**src/rtl/id_checker_param.sv**
```systemverilog
// id_checker_param: streaming mod-10 ID validator (prefix-weighted or Luhn rule)
// with a one-cycle verdict pulse and saturating pass/fail counters.
module id_checker_param #(
  parameter int unsigned N_DIGITS = 9,
  parameter int unsigned SYM_W    = 6,
  parameter int unsigned CNT_W    = 8
) (
  input  logic             clk,
  input  logic             rst,
  input  logic             in_valid,
  input  logic             in_mode,
  input  logic [SYM_W-1:0] in_id,
  input  logic             cnt_clr,
  output logic             out_valid,
  output logic             out_legal_id,
  output logic             out_abort,
  output logic [CNT_W-1:0] out_pass_cnt,
  output logic [CNT_W-1:0] out_fail_cnt
);

  localparam int unsigned KW = 4;
  localparam logic [KW-1:0] LAST_K = KW'(N_DIGITS);
  localparam logic [CNT_W-1:0] CNT_MAX = '1;

  typedef enum logic {IDLE, RUN} state_t;

  state_t        state;
  logic [KW-1:0] k_q;
  logic [3:0]    acc_q;
  logic          err_q;
  logic          mode_q;

  logic [KW-1:0] k_cur;
  logic [KW-1:0] pos;
  logic          mode_cur;
  logic [3:0]    acc_cur;
  logic          is_digit;
  logic          is_prefix;
  logic [3:0]    digit;
  logic [5:0]    pre_val;
  logic [1:0]    tens;
  logic [3:0]    units;
  logic [3:0]    weight;
  logic [4:0]    dbl;
  logic [6:0]    contrib;
  logic          sym_err;
  logic [7:0]    sum;
  logic [3:0]    acc_next;
  logic          last_sym;
  logic          abort_now;
  logic          legal_now;
  logic          update;

  // Per-symbol contribution; in IDLE the incoming symbol is index 0 of a new frame.
  always_comb begin
    k_cur     = (state == RUN) ? k_q : '0;
    mode_cur  = (state == RUN) ? mode_q : in_mode;
    acc_cur   = (state == RUN) ? acc_q : '0;
    pos       = LAST_K - k_cur;
    is_digit  = (in_id < SYM_W'(10));
    is_prefix = (in_id >= SYM_W'(10)) && (in_id <= SYM_W'(35));
    digit     = in_id[3:0];
    pre_val   = in_id[5:0];
    tens      = (pre_val >= 6'd30) ? 2'd3 : (pre_val >= 6'd20) ? 2'd2 : 2'd1;
    units     = 4'(pre_val - 6'(tens) * 6'd10);
    weight    = (k_cur < LAST_K) ? 4'((N_DIGITS - 32'(k_cur)) % 32'd10) : 4'd1;
    dbl       = {digit, 1'b0};
    if (dbl > 5'd9) begin
      dbl = dbl - 5'd9;
    end
    contrib = '0;
    sym_err = 1'b0;
    if (!mode_cur && (k_cur == '0)) begin
      if (is_prefix) begin
        contrib = 7'(tens) + 7'(units) * 7'd9;
      end else begin
        sym_err = 1'b1;
      end
    end else if (!is_digit) begin
      sym_err = 1'b1;
    end else if (!mode_cur) begin
      contrib = 7'(digit) * 7'(weight);
    end else if (pos[0]) begin
      contrib = 7'(dbl);
    end else begin
      contrib = 7'(digit);
    end
    sum       = 8'(acc_cur) + 8'(contrib);
    acc_next  = 4'(sum % 8'd10);
    last_sym  = (state == RUN) && in_valid && (k_q == LAST_K);
    abort_now = (state == RUN) && !in_valid;
    legal_now = last_sym && (acc_next == 4'd0) && !err_q && !sym_err;
    update    = last_sym || abort_now;
  end

  // Frame sequencing, registered verdict and counters.
  always_ff @(posedge clk or posedge rst) begin
    if (rst) begin
      state        <= IDLE;
      k_q          <= '0;
      acc_q        <= '0;
      err_q        <= 1'b0;
      mode_q       <= 1'b0;
      out_valid    <= 1'b0;
      out_legal_id <= 1'b0;
      out_abort    <= 1'b0;
      out_pass_cnt <= '0;
      out_fail_cnt <= '0;
    end else begin
      out_valid    <= update;
      out_legal_id <= legal_now;
      out_abort    <= abort_now;

      if (state == IDLE) begin
        if (in_valid) begin
          state  <= RUN;
          k_q    <= KW'(1);
          acc_q  <= acc_next;
          err_q  <= sym_err;
          mode_q <= in_mode;
        end
      end else if (!in_valid || last_sym) begin
        // Returning to IDLE lets a new frame start on the very next cycle.
        state <= IDLE;
        k_q   <= '0;
        acc_q <= '0;
        err_q <= 1'b0;
      end else begin
        k_q   <= k_q + KW'(1);
        acc_q <= acc_next;
        err_q <= err_q | sym_err;
      end

      if (cnt_clr) begin
        out_pass_cnt <= '0;
        out_fail_cnt <= '0;
      end else if (update) begin
        if (legal_now) begin
          if (out_pass_cnt != CNT_MAX) out_pass_cnt <= out_pass_cnt + CNT_W'(1);
        end else begin
          if (out_fail_cnt != CNT_MAX) out_fail_cnt <= out_fail_cnt + CNT_W'(1);
        end
      end
    end
  end

endmodule

```
**config.mk**
```make
export PLATFORM = sky130hd
export DESIGN_NAME = id_checker_param
export DESIGN_NICKNAME = d
export VERILOG_FILES = /design/src/rtl/id_checker_param.sv
export SDC_FILE = /design/constraint.sdc
export NUM_CORES = 1
export LEC_CHECK = 0
export ABC_AREA = 1
export BUFFER_PORTS_ARGS = -buffer_cell sky130_fd_sc_hd__buf_2
export CAP_MARGIN = 20
export CORE_MARGIN = 2
export CORE_UTILIZATION = 66
export CTS_CLUSTER_DIAMETER = 80
export DETAILED_ROUTE_END_ITERATION = 10
export PLACE_DENSITY = 0.87
export SYNTH_ARGS = -nofsm -noshare
export SYNTH_HDL_FRONTEND = slang
export SYNTH_SLANG_ARGS = --single-unit
```
**constraint.sdc**
```tcl
create_clock -name clk -period 12.4 [get_ports clk]
set_input_delay 3.72 -clock clk [delete_from_list [all_inputs] [get_ports clk]]
set_output_delay 3.72 -clock clk [all_outputs]
set_load 0.01 [all_outputs]
```
After elaboration in Yosys (flattened, before gate mapping). Index checks and enable logic that the tools add are counted.

$add $sub $neg: 9. Multiply operators: 3. Divide/modulo/power cells: 2. Order comparisons: 7. Eq/ne operators: 4. Multiplexer cells: 35. Bitwise operators: 2. Reductions and logical operators: 24.

Operator list (count): $mux 8 (8); $mux 4 (9); $mod 32x4->32 const B (1); $mux 7 (4); $add 8x1->8 const B (2); $ne 8x8->1 const B (2); $ge 6x5->1 const B (2); $mux 1 (10); $mux 5 (2); $reduce_bool 2->1 (5); $add 4x7->8 (1); $logic_and 1x1->1 (8); $logic_not 4->1 (2); $mod 8x4->8 const B (1); $add 2x7->7 (1); $mul 4x4->7 (1); $mul 4x4->7 const B (1); $ge 6x4->1 const B (1); $le 6x6->1 const B (1); $lt 6x4->1 const B (1); $reduce_and 3->1 (2); $gt 5x4->1 const B (1); $sub 4x4->5 const A (1); $sub 5x4->5 const B (1); other kinds (13) (18).

Flip-flop bits (word level): 30. Bits of input ports: 11. Output and inout bits: 19. Logic and storage cells: 96.

Depth between registers and ports, before layout. Gate-level depths: netlist (run 1).

Depth in word-level cells: 18. Depth in mapped cells: 46. Gate-level depth less buffers: 45.

Worst setup path after synthesis (run 1). OpenSTA, ideal clock, no wires.

Path type: in2reg. Start point: input port in_id[0]. End point: register out_fail_cnt[2]. Setup time: 0.119 ns. Arrival time: 8.235 ns. Required time: 12.281 ns. Slack: 4.047 ns. Stages: 35. Buffers on the path: 0. Cell sequence: clkinv_1 -> nor2_1 -> fa_1 -> fa_1 -> fa_1 -> o21ai_0 -> o32ai_1 -> ha_1 -> inv_1 -> nor2_1 -> nor2_1 -> nand3b_1 -> inv_2 -> nand3_1 -> nand2_2 -> nor2_4 -> nand2_2 -> nand2_1 -> nand2_1 -> nand2_2 -> inv_2 -> nand2_2 -> nand3_2 -> nand2_2 -> nand2_2 -> nand2_2 -> nand2_2 -> nand2_1 -> nand3_1 -> nand2_1 -> nand3_2 -> nand3_4 -> nand2_4 -> nand3_2 -> nand2_1.

Word-level cells in the longest chain between the ends: 17. Elaborated cells between the ends (all ways): 33. Those cells by class: add/sub: 4; mul: 3; div: 1; order compare: 6; eq/ne: 1; mux: 11; reduce/logical: 7.

Ends and longest elaborated chain: from (decl) (line 12) `input logic [SYM_W-1:0] in_id,`; $ge 6x5->1 (line 64) `tens = (pre_val >= 6'd30) ? 2'd3 : (pre_val >= 6'd20) ? 2'd2 : 2'd1;`; $mux 2 (2 in a row) (line 64); $mul 2x3->3 (line 65) `units = 4'(pre_val - 6'(tens) * 6'd10);`; $sub 4x4->4 (line 65); $mul 4x4->7 (line 75) `contrib = 7'(tens) + 7'(units) * 7'd9;`; $add 2x7->7 (line 75); $mux 7 (line 74) `if (is_prefix) begin`; $mux 7 (line 73) `if (!mode_cur && (k_cur == '0)) begin`; $add 4x7->8 (line 88) `sum = 8'(acc_cur) + 8'(contrib);`; $mod 8x4->8 (line 89) `acc_next = 4'(sum % 8'd10);`; $logic_not 4->1 (line 92) `legal_now = last_sym && (acc_next == 4'd0) && !err_q && !sym_err;`; $logic_and 1x1->1 (2 in a row) (line 92); $logic_and 1x1->1 (*) (line 92); $ne 2x2->1 (no source line) (*); $reduce_and 3->1 (no source line) (*); to (signal assigned) (line 141) `if (out_fail_cnt != CNT_MAX) out_fail_cnt <= out_fail_cnt + CNT_W'(1);`; to (decl) (line 18) `output logic [CNT_W-1:0] out_fail_cnt`.

Mark *: on every way between the ends. The rest lies on a longest branch, timed or not. A chain may end at the register's enable or synchronous reset.

Worst setup path after layout (run 1).
Start point: input port in_id[0]. End point: register out_pass_cnt[2].

Word-level cells in the longest chain between the ends: 17. Elaborated cells between the ends (all ways): 33. Those cells by class: add/sub: 4; mul: 3; div: 1; order compare: 6; mux: 11; reduce/logical: 8.

Ends and longest elaborated chain: $ge 6x5->1 (line 64); $mux 2 (2 in a row) (line 64); $mul 2x3->3 (line 65); $sub 4x4->4 (line 65); $mul 4x4->7 (line 75); $add 2x7->7 (line 75); $mux 7 (line 74); $mux 7 (line 73); $add 4x7->8 (line 88); $mod 8x4->8 (line 89); $logic_not 4->1 (line 92); $logic_and 1x1->1 (2 in a row) (line 92); $logic_and 1x1->1 (*) (line 92); $reduce_bool 2->1 (no source line) (*); $reduce_and 3->1 (no source line) (*); to (signal assigned) (line 139) `if (out_pass_cnt != CNT_MAX) out_pass_cnt <= out_pass_cnt + CNT_W'(1);`; to (decl) (line 17) `output logic [CNT_W-1:0] out_pass_cnt,`.

Marks and branches as above.

==> results of run 1 <==
[power by group]
group / total [mW] / internal, mW / switching, mW
combinational: 0.253 / 0.0819 / 0.171
sequential: 0.112 / 0.106 / 0.00619
clock: 0.0804 / 0.0447 / 0.0358
[Yosys cell counts (4+ instances only)]
| library cell | n | area, um^2 |
|---|---|---|
| xor2_1 | 17 | 149 |
| nand3_2 | 12 | 120 |
| dfrtp_1 | 30 | 751 |
| nand4_1 | 22 | 138 |
| xnor2_1 | 8 | 70.1 |
| nand3_1 | 47 | 235 |
| fa_1 | 7 | 140 |
| nand2_2 | 17 | 106 |
| o21ai_2 | 4 | 35.0 |
| nor2_4 | 4 | 45.0 |
| inv_2 | 17 | 63.8 |
| nor2_1 | 40 | 150 |
| o21ai_0 | 13 | 65.1 |
| ha_1 | 28 | 350 |
| a21oi_1 | 9 | 45.0 |
| inv_1 | 55 | 206 |
| nand2_1 | 112 | 420 |
[final timing paths]
| kind | from | to | slack [ns] | cells after the start |
|---|---|---|---|---|
| min in group asynchronous | rst | out_abort$_DFF_PP0_ | 3.50 | 3 |
| hold reg to reg | mode_q$_DFFE_PP0P_ | mode_q$_DFFE_PP0P_ | 0.52 | 2 |
| hold / removal | mode_q$_DFFE_PP0P_ | mode_q$_DFFE_PP0P_ | 0.52 | 2 |
| setup / recovery | in_id[0] | out_pass_cnt[2]$_DFFE_PP0P_ | 3.52 | 30 |
| setup reg to reg | state$_DFF_PP0_ | out_pass_cnt[2]$_DFFE_PP0P_ | 5.49 | 34 |
| max in group asynchronous | rst | k_q[1]$_DFFE_PP0P_ | 8.62 | 3 |
[kinds of logic (layout without fill, tap and decap cells)]
family / Yosys count / in the layout / synth area share [%]
buf+inv: 80 / 113 / 9.23
fa+ha+maj: 35 / 35 / 14.2
flops: 30 / 30 / 21.7
xor+xnor: 25 / 25 / 6.33
compound gates: 44 / 44 / 8.07
simple gates: 271 / 271 / 40.5
[layout make-up]
cell class                      instances  area (um^2)
Multi-Input combinational cell        375         2390
Fill cell                             403         1320
Sequential cell                        30          751
Inverter                               75          282
Timing Repair Buffer                   30          153
Tap cell                               70         87.6
Clock buffer                            7         86.3
Clock inverter                          1         5.00
[critical path, delay by kind of cell]
family / cells / cell delay (ns)
buffers and inverters: 7 / 0.77
AO/OA/AOI/OAI: 3 / 0.50
AND/OR/NAND/NOR: 16 / 2.23
adder cells (fa/ha/maj): 4 / 1.84
[layer usage]
| metal | wire length [um] | vias up |
|---|---|---|
| met5 | 0 | - |
| met4 | 52 | 0 |
| met3 | 257 | 6 |
| met2 | 3790 | 57 |
| met1 | 3410 | 1586 |
| li1 | - | 1660 |
[registers in the layout, indices dropped and copies added, names as in the netlist]
signal / flops
k_q: 4
out_legal_id: 1
out_pass_cnt: 8
out_fail_cnt: 8
out_abort: 1
mode_q: 1
out_valid: 1
state: 1
acc_q: 4
err_q: 1
[stage by stage]
step	instances	power, mW	hold slack [ns]	setup slack (ns)	util [%]
after floorplan	485	0.321	0.453	4.05	-
after global placement	580	0.353	0.470	3.47	72.1
after detailed placement	580	0.362	0.506	3.31	72.1
after CTS	588	0.444	0.520	3.53	73.9
after global routing	588	0.484	0.544	2.94	73.9
final	588	0.445	0.520	3.52	73.9
==> flow_metrics.py, run 1 <==
metrics = {
    "worst_setup_path": {
        "end_kind": "flip-flop",
        "cpMaxStageDelayCell": "fa_1",
        "cp.required_ns": 12.56,
        "critPathArrivalTime_ns": 9.04,
        "cp_max_fo": 11,
        "slowest_delay_ns": 0.55,
        "cpMostUsedCell": "nor2_1",
        "startpoint_type": "input pin",
        "timing_worst_setup_path_type": "in -> reg",
    },
    "grt": {
        "overflow": 0,
        "gr-usage-met3_pct": 2.84,
        "antenna_found_initial": 0,
        "grt_max_degree": 33,
        "busiest_layer": "met2",
        "grt_pass1_wl_mm": 13.3,
        "grt_use_total_pct": 27.1,
        "grt_util_met2_pct": 47.7,
        "gr-usage-met1_pct": 35.9,
        "grt_pass1_vias": 3141,
    },
    "cells_and_area": {
        "final_layout_size_suffix_gt1_share_pct": 19.7,
        "final_cell_mix": "nand2_1, inv_1, nand3_1",
        "fin_area_um2": 3750,
        "num-nets-final": 563,
        "diodes": 0,
        "area_delta_synth_final_pct": 8.51,
        "final_common_cell": "nand2_1",
    },
    "sta": {
        "fin_tns_setup_ns": 0,
        "rsz0062_at_grt": "false",
        "finalCriticalPeriod_ns": 8.88,
        "worst_pin_slew_ns": 1.04,
        "fin_skew_ns": 0.00439,
        "finalCritPeriodShare_pct": 71.7,
        "hold_violations": 0,
        "fmax_mhz": 113,
        "slew_viol_final": 0,
        "max-slew-margin-rel_pct": 30.5,
        "final-setup-viol-count": 0,
    },
    "hold_path": {
        "min_path_type": "reg -> reg",
    },
    "synth": {
        "yosys_warnings": 0,
        "synth.distinct_cells": 39,
        "synthCells": 485,
        "synth-seq-area-share_pct": 21.7,
        "synth_edf_count": 0,
        "ys.flop_type": "dfrtp_1",
        "syn_avg_cell_area_um2": 7.13,
        "syn_nets": 531,
        "synth-seq-cells": 30,
        "synth.cell_area_um2": 3460,
        "synthArstFlopShare_pct": 100,
    },
    "power_and_ir_drop": {
        "vdd_drop_max_uv": 103,
        "powerDensity_nw_per_um2": 119,
        "power_leakage_nw": 2.21,
    },
    "routing": {
        "firstDrtPassIters": 4,
        "dr_total_vias": 3309,
        "ant_nets": 0,
        "wirelength_mm": 7.51,
        "drt_iter0_markers": 183,
        "routed_via_density": 5.63,
        "wl_per_cell_um": 12.8,
        "drc": 0,
    },
    "clock_tree": {
        "clock-sinks": 30,
        "numCtsBuffers": 5,
        "clkLatencyLatePin_ns": 0.28,
        "clockBufferDepth": 2,
        "cts_tree": "done",
        "clk_pin_slew_ns": 0.06,
        "htree_levels": 2,
        "cts-resized-gates": 0,
        "cts_root_buf": "clkbuf_8",
        "hold_buffers": 0,
        "post_cts_buffers": 0,
    },
    "place": {
        "place_hpwl_mm": 5.84,
        "gp_congestion": 0.891,
        "placed_cell_area_um2": 3660,
        "port-buffer-count": 29,
    },
    "outcome": {
        "status": "completed",
    },
    "floorplan": {
        "die_w_um": 76.4,
        "io-pin-count": 30,
        "die-area_um2": 5830,
        "design.core.area_um2": 5070,
        "dieHeight_um": 76.4,
        "initial_core_util_pct": 68.1,
        "rows": 26,
    },
    "flow_run": {
        "max-cap-violations": 0,
    },
}
(Power assumes the default switching activity.)
==> inputs of run 2 (changes only) <==
--- a/config.mk
+++ b/config.mk
@@ -9,10 +9,10 @@
 export BUFFER_PORTS_ARGS = -buffer_cell sky130_fd_sc_hd__buf_2
 export CAP_MARGIN = 20
 export CORE_MARGIN = 2
-export CORE_UTILIZATION = 66
+export CORE_UTILIZATION = 55
 export CTS_CLUSTER_DIAMETER = 80
 export DETAILED_ROUTE_END_ITERATION = 10
-export PLACE_DENSITY = 0.87
+export PLACE_DENSITY = 0.77
 export SYNTH_ARGS = -nofsm -noshare
 export SYNTH_HDL_FRONTEND = slang
 export SYNTH_SLANG_ARGS = --single-unit
==> constraint.sdc (replaced) <==
create_clock -name clk -period 7.4 [get_ports clk]
set_input_delay 2.22 -clock clk [delete_from_list [all_inputs] [get_ports clk]]
set_output_delay 2.22 -clock clk [all_outputs]
set_load 0.01 [all_outputs]
==> run 2 against run 1 <==
Net effect: cell count is 2.4% higher; sequential cell count unchanged; critical path depth is 10 higher; power up 84%; non-clock buffer count grew 9; critical path type unchanged; largest power group unchanged.
==> flow_metrics.py, run 2 (synthesized netlist as in run 1, its figures left out) <==
metrics = {
    "outcome": {
        "status": "completed",
    },
    "worst_setup_path": {
        "startpoint": "in_id[3]",
        "cpMaxStageDelayCell": "fa_2",
        "cp.required_ns": 7.56,
        "r2r-end": "out_fail_cnt[1]$_DFFE_PP0P_",
        "cpMostUsedCell": "nand2_1",
        "startpoint_type": "input pin",
        "timing_worst_setup_path_type": "in -> reg",
        "rrSetupSlack_ns": 0.73,
        "end_kind": "flip-flop",
        "cp_max_fo": 7,
        "worstReg2RegStart": "state$_DFF_PP0_",
        "slowest_delay_ns": 0.35,
        "r2r_cells": 38,
        "critPathArrivalTime_ns": 7.23,
    },
    "routing": {
        "wirelength_mm": 7.83,
        "drt_iter0_markers": 166,
        "routed_via_density": 5.43,
        "met3_length_um": 243,
        "wl_met1_mm": 3.68,
        "wl_per_cell_um": 13.0,
        "firstDrtPassIters": 5,
        "wl_met2_mm": 3.85,
        "dr_total_vias": 3268,
        "ant_nets": 0,
        "topRoutingLayerUsed": "met4",
        "drc": 0,
    },
    "clock_tree": {
        "clkLatencyLatePin_ns": 0.28,
        "numCtsBuffers": 5,
        "htree_levels": 2,
        "clk_pin_slew_ns": 0.06,
        "cts_root_buf": "clkbuf_8",
        "clockBufferDepth": 2,
        "cts_tree": "done",
        "clock-sinks": 30,
    },
    "sta": {
        "fmax_mhz": 142,
        "finalCritPeriodShare_pct": 95.5,
        "setup_slack_ns": 0.333,
        "hold_violations": 0,
        "fin_skew_ns": 0.00453,
        "worst_pin_slew_ns": 1.19,
        "max-slew-margin-rel_pct": 20.1,
        "final-setup-viol-count": 0,
        "fin_tns_setup_ns": 0,
        "finalCriticalPeriod_ns": 7.07,
        "slew_viol_final": 0,
    },
    "grt": {
        "antenna_found_initial": 0,
        "grt_max_degree": 33,
        "grt_use_total_pct": 22.4,
        "grt_pass1_vias": 3042,
        "grt_pass1_wl_mm": 13.3,
        "overflow": 0,
    },
    "floorplan": {
        "die-area_um2": 6940,
        "die_w_um": 83.3,
        "io-pin-count": 30,
        "design.core.area_um2": 5990,
        "initial_core_util_pct": 57.7,
        "dieHeight_um": 83.3,
        "rows": 28,
    },
    "hold_path": {
        "min_path_type": "reg -> reg",
        "hp-start": "mode_q$_DFFE_PP0P_",
        "holdPathEnd": "mode_q$_DFFE_PP0P_",
        "hold_depth": 2,
    },
    "cells_and_area": {
        "final_layout_size_suffix_gt1_share_pct": 25.2,
        "final_common_cell": "nand2_1",
        "finalNonFillerCells": 602,
        "reg.largest.list": "out_fail_cnt: 8 flops, out_pass_cnt: 8 flops",
        "final_util_pct": 66.4,
        "final_cell_mix": "nand2_1, inv_1, nand3_1",
        "diodes": 0,
        "num-nets-final": 572,
        "area_delta_synth_final_pct": 15.0,
    },
    "place": {
        "place_inst": 589,
        "gp_congestion": 0.854,
        "dp_slack_ns": -0.0310,
        "place_hpwl_mm": 6.04,
        "port-buffer-count": 29,
    },
    "power_and_ir_drop": {
        "power.total_mw": 0.819,
        "power_leakage_nw": 2.29,
        "powerDensity_nw_per_um2": 206,
        "vdd_drop_max_uv": 219,
    },
    "flow_run": {
        "max-cap-violations": 0,
    },
}
-- run 2: changes by cell type in the layout (fill, tap and decap cells not counted), moves of 2 or more --
cell / delta
clkbuf_8: +2
inv_2: +5
buf_4: +7
nor2_2: +6
inv_1: -3
clkinv_1: -2
nand2_1: -6
nand2_2: +2
nand2_4: +3
buf_2: -2
nand3_1: -2
nor2_1: -6
-- run 2: per-stage QoR --
step	cell area (um^2)	hold WS [ns]
after floorplan	3460	0.453
after global placement	3690	0.469
after detailed placement	3700	0.478
after CTS	3810	0.493
after global routing	3980	0.522
final	3980	0.496
-- run 2: cell type report --
class	count	area (um^2)
Fill cell	515	2020
Sequential cell	30	751
Tap cell	75	93.8
Timing Repair Buffer	39	249
Clock buffer	8	110
Multi-Input combinational cell	375	2490
Inverter	75	282
-- run 2: layer usage --
layer / up-vias / GRT usage [%]
met5: - / 0
met4: 0 / 4.47
met3: 8 / 2.98
met2: 55 / 37.8
met1: 1529 / 30.9
li1: 1676 / -
-- run 2: how the worst max path moves through the flow --
stage,slack [ns],to,cells after the start
floorplan,0.55,out_fail_cnt[2]$_DFFE_PP0P_,35
global placement,0.15,out_fail_cnt[4]$_DFFE_PP0P_,43
detailed placement,-0.03,out_fail_cnt[1]$_DFFE_PP0P_,43
CTS,0.25,out_fail_cnt[1]$_DFFE_PP0P_,43
global route,-0.07,out_fail_cnt[0]$_DFFE_PP0P_,40
finish,0.33,out_fail_cnt[1]$_DFFE_PP0P_,40
-- run 2: timing repair --
item | in CTS | in global routing
setup buffers | 0 | 5
gates resized for setup | 0 | 34
endpoints found under the setup margin | 0 | 16
hold buffers | 0 | 0
-- run 2: power breakdown --
part	internal [mW]	switching, mW
registers	0.177	0.00979
clock network	0.0939	0.0624
logic	0.157	0.319
-- run 2: worst max-delay path: cells and delay by family --
kind / cells / cell delay [ns]
adders and majority gates: 4 / 1.18
and+or+nand+nor: 25 / 2.52
AOI/OAI and AO/OA: 2 / 0.26
buffers and inverters: 7 / 0.71
xor gates and xnor gates: 2 / 0.30
